### src/rtl/seq_ser_pkg.sv
// Shared types and helpers for the parallel-to-serial bit source.
// Latency: n/a (declarations only).
// Backpressure: n/a.
package seq_ser_pkg;

  // Serializer control state: waiting for a word, or shifting one out.
  typedef enum logic {
    IDLE  = 1'b0,
    SHIFT = 1'b1
  } ser_state_t;

  // Bit-index counter width; never narrower than one bit.
  function automatic int cnt_width(input int width);
    return (width <= 2) ? 1 : $clog2(width);
  endfunction

endpackage

### src/rtl/seq_bit_serializer.sv
// Parallel-to-serial front end: WIDTH-bit words in, one registered bit per clock out.
// Latency: word accepted at edge N drives bit 0 after edge N; bit k after edge N+k.
// Backpressure: din_ready = !hold_full; one word can wait in the holding buffer, gapless hand-off.
module seq_bit_serializer
  import seq_ser_pkg::*;
#(
  parameter int WIDTH     = 8,
  parameter bit MSB_FIRST = 1'b1,
  parameter bit IDLE_BIT  = 1'b0
) (
  input  logic             clk,
  input  logic             areset,
  input  logic [WIDTH-1:0] din,
  input  logic             din_valid,
  output logic             din_ready,
  output logic             x,
  output logic             x_valid,
  output logic             frame_start,
  output logic             busy
);

  localparam int              CW   = cnt_width(WIDTH);
  localparam logic [CW-1:0]   LAST = CW'(WIDTH - 1);

  ser_state_t       state;
  logic [WIDTH-1:0] shreg;      // bits still to be sent after the one on x
  logic [WIDTH-1:0] hold_buf;
  logic             hold_full;
  logic [CW-1:0]    cnt;        // index of the bit currently on x

  logic             accept;
  logic             last_bit;
  logic             load;
  logic [WIDTH-1:0] load_word;

  // The bit that leaves first, given the configured order.
  function automatic logic first_bit(input logic [WIDTH-1:0] w);
    return MSB_FIRST ? w[WIDTH-1] : w[0];
  endfunction

  // Drop the bit just sent so the next one sits in the first-bit position.
  function automatic logic [WIDTH-1:0] advance(input logic [WIDTH-1:0] w);
    return MSB_FIRST ? (w << 1) : (w >> 1);
  endfunction

  // Ready depends only on the buffer register, never on din_valid.
  assign din_ready = !hold_full;
  assign accept    = din_valid && din_ready;
  assign last_bit  = (state == SHIFT) && (cnt == LAST);
  assign busy      = (state == SHIFT) || hold_full;

  // Pick the next word to start: buffered word has priority over a fresh one.
  always_comb begin
    load      = 1'b0;
    load_word = din;
    if (state == IDLE) begin
      load = accept;
    end else if (last_bit) begin
      load = hold_full || accept;
      if (hold_full) begin
        load_word = hold_buf;
      end
    end
  end

  // Control FSM with registered serial outputs, shift register and counter.
  always_ff @(posedge clk or posedge areset) begin
    if (areset) begin
      state       <= IDLE;
      shreg       <= '0;
      hold_buf    <= '0;
      hold_full   <= 1'b0;
      cnt         <= '0;
      x           <= IDLE_BIT;
      x_valid     <= 1'b0;
      frame_start <= 1'b0;
    end else begin
      if (load) begin
        state       <= SHIFT;
        x           <= first_bit(load_word);
        shreg       <= advance(load_word);
        cnt         <= '0;
        x_valid     <= 1'b1;
        frame_start <= 1'b1;
      end else if (state == SHIFT && !last_bit) begin
        x           <= first_bit(shreg);
        shreg       <= advance(shreg);
        cnt         <= cnt + 1'b1;
        frame_start <= 1'b0;
      end else begin
        state       <= IDLE;
        x           <= IDLE_BIT;
        x_valid     <= 1'b0;
        frame_start <= 1'b0;
        cnt         <= '0;
      end

      // A word arriving mid-frame parks in the buffer until the last-bit edge.
      if (state == SHIFT && !last_bit && accept) begin
        hold_buf  <= din;
        hold_full <= 1'b1;
      end else if (last_bit && hold_full) begin
        hold_full <= 1'b0;
      end
    end
  end

endmodule

### config.mk
export PLATFORM = sky130hd
export DESIGN_NAME = seq_bit_serializer
export DESIGN_NICKNAME = d
export VERILOG_FILES = /design/src/rtl/seq_ser_pkg.sv /design/src/rtl/seq_bit_serializer.sv
export SDC_FILE = /design/constraint.sdc
export NUM_CORES = 1
export LEC_CHECK = 0
export BUFFER_PORTS_ARGS = -buffer_cell sky130_fd_sc_hd__buf_2
export CELL_PAD_IN_SITES_DETAIL_PLACEMENT = 1
export CELL_PAD_IN_SITES_GLOBAL_PLACEMENT = 2
export CORE_ASPECT_RATIO = 0.9
export CORE_MARGIN = 2
export CORE_UTILIZATION = 39
export DETAILED_ROUTE_END_ITERATION = 7
export PLACE_DENSITY = 0.83
export RECOVER_POWER = 50
export SLEW_MARGIN = 30
export SYNTH_ARGS = -nofsm -noshare
export SYNTH_HDL_FRONTEND = slang
export SYNTH_SLANG_ARGS = --single-unit
### constraint.sdc
create_clock -name clk -period 4.79 [get_ports clk]
set_clock_uncertainty 0.1 [all_clocks]
set_input_delay 0.479 -clock clk [delete_from_list [all_inputs] [get_ports clk]]
set_output_delay 0.479 -clock clk [all_outputs]
set_load 0.05 [all_outputs]
==> run summary <==
CTS max path bufs = 2
Layout Nets = 114
Switching Fraction = 0.361
Non-filler cells in the finished layout = 127
Clock-pin transition on the worst setup and hold timing paths = 120 ps
Max incr delay on CP = 600 ps
Core Area = 2510 µm²
Syn Inst Count = 85
Clock Power Share = 0.134
Max-cap viol count = 0
Footprint of the multi-input gates = 464 µm²
Placed cells = 124
Mean Syn Cell Area = 12.4 µm²
Initial antenna violation count = 0
Metal3 WL = 97 µm
Avg WL per Cell = 16.6 µm
Initial Util = 0.419
Unique masters post-synth = 32
Post-CTS resize count = 0
YS warnings = 0
Final hold violation count = 0
Final min period = 2070 ps
Hold Crit Class = input port to asynchronous set/reset pin
Final WS setup = 2720 ps
Routed wl met2 = 998 µm
Vias in the first global route = 775
Via density per instance = 5.56
Highest metal used = met4
Die area = 3130 µm²
Largest cells by area after synthesis = dfrtp_1 52%, mux2_1 8.6%, o2bb2ai_1 3.3%
WP buf/inv = 1
Reg2Reg Depth = 5
Ys flop type = dfrtp_1
ANT nets after route = 0
Max Freq = 0.484 GHz
Total I/O pin count = 16
Syn nets = 98
Number of remaining DRC errors = 1
Synth top area share = 0.523
Clock Latency Late Sink = 310 ps
Placer Congestion = 0.670
Maximum vdd drop = 255 µV
Total track usage = 0.169
Crit-path max FO = 18
Crit path DAT = 1490 ps
Sequential fraction of design power = 0.494
Static Leak = 0.000576 µW
Commonest cells in the netlist = 22 x dfrtp_1, 8 x mux2_1, 4 x o2bb2ai_1
Worst Path Required = 4210 ps
Most common cell in the netlist = dfrtp_1
1st-iter DRT viols = 18
Synth Register Bits = 22
Setup Buffers After CTS = 0
Synth async-reset ratio = 1.00
Run status = finished, violations left
Wl on met1 = 988 µm
Max-slew violations = 0
First-pass GRT wire length = 3800 µm
Post-DP HPWL = 1550 µm
Drt total wl = 2110 µm
Clock root buffer = clkbuf_4
Die W = 58.8 µm
Largest net degree at the start of global routing = 23
Sw Pwr = 226 µW
Area grow syn2layout = 10.3%
N_diodes = 0
Pre-CTS WS = 2800 ps
Critical path depth in cells = 2
Startpoint types = flip-flop
Seq/Total Area, Yosys = 0.523
RSZ-0062 raised after global routing = no
Worst-margin pin slew = 828 ps
Port buffer count = 15
Die Ht = 53.3 µm
Row cnt = 17
Congestion Overflow GR = 0
Slowest cell on crit path = dfrtp_1
Via Count = 706
Yosys top cell by area = dfrtp_1
Worst-path cell chain = or2_2 > buf_2
Post-synth EDFFs = 0
Total CTS buffers = 3
Failing checks = design-rule violations
First-pass DRT Iterations = 5
Reg area = 551 µm²
Worst relative slew slack = 0.448
Hold_ws = 205 ps
Hold-fix buffers, CTS = 0
Clock Sinks = 22
Final worst path period share = 0.431
Fillcell total = 282
Power per cell area = 538 nW/µm²
CTS H-tree lvls = 1
Layout cell share with drive strength beyond 1 = 0.232
Critical path class = flip-flop to output pin
Mapped Area = 1050 µm²
Comb power frac = 0.373
Int Pwr = 400 µW
# setup viols final = 0
CTS tree = done
Critical path endpoint category = output pin
Crit path max-delay family = flip-flops
TNS Setup = 0 ps
-- flip-flops by register name, summed over array words and instances (netlist names) --
register,flops
cnt,3
state,1
hold_full,1
x,1
frame_start,1
shreg,7
hold_buf,8
-- layer usage --
layer  track usage  vias up
met4        0.0455        0
met1         0.217      348
li1              -      338
met3        0.0562        4
met2         0.274       16
met5             0        -
-- stage by stage --
step | utilization | area [µm²] | power [µW]
after CTS | 0.463 | 1160 | 637
final | 0.463 | 1160 | 625
after global routing | 0.463 | 1160 | 681
after global placement | 0.454 | 1140 | 541
after detailed placement | 0.454 | 1140 | 551
after floorplan | - | 1050 | 492
-- worst paths after layout --
path / from / to / slack, ps
worst max-delay path: state / busy / 2720
worst min-delay path: areset / shreg[5] / 210
worst max register to register: cnt[0] / hold_buf[1] / 2790
worst min register to register: cnt[0] / cnt[0] / 360
max in group asynchronous: areset / x / 3860
min in group clk: din[2] / hold_buf[2] / 290
-- power groups by stage --
stage                     combinational (µW)  clock, µW  sequential (µW)
after floorplan                          175          0              317
after global placement                   231          0              310
after detailed placement                 238          0              314
after CTS                                239       88.7              310
after global routing                     262       98.9              320
final                                    233       83.6              309
-- layout by cell type, fill, tap and decap left out, drive strengths merged --
cell type  instances
nand2              2
nand3              1
a221o              3
dfrtp             22
mux2i              2
nand2b             3
a21o               1
clkbuf             4
ha                 2
mux2               8
a2bb2oi            2
or2                1
and2b              1
a21boi             1
nor2b              3
inv                4
nor2               2
and3b              3
a21oi              3
and3               3
a31o               3
buf               14
o2bb2ai            4
a211o              1
and2               2
nand3b             1
o21ai              3
-- layout make-up --
cell class | instances | share of cell area
clock buffer | 3 | 0.0194
timing repair buffer | 15 | 0.0636
sequential | 22 | 0.474
multi-input combinational | 55 | 0.400
inverter | 4 | 0.0129
tap | 28 | 0.0302
-- logic make-up after synthesis --
| kind of cell | Yosys count | share of synthesized area |
|---|---|---|
| compound gates | 21 | 0.158 |
| fa+ha+maj | 2 | 0.0238 |
| buf+inv | 8 | 0.0357 |
| flops | 22 | 0.523 |
| mux | 10 | 0.105 |
| simple gates | 22 | 0.155 |
Power figures use the tool's default switching activity.
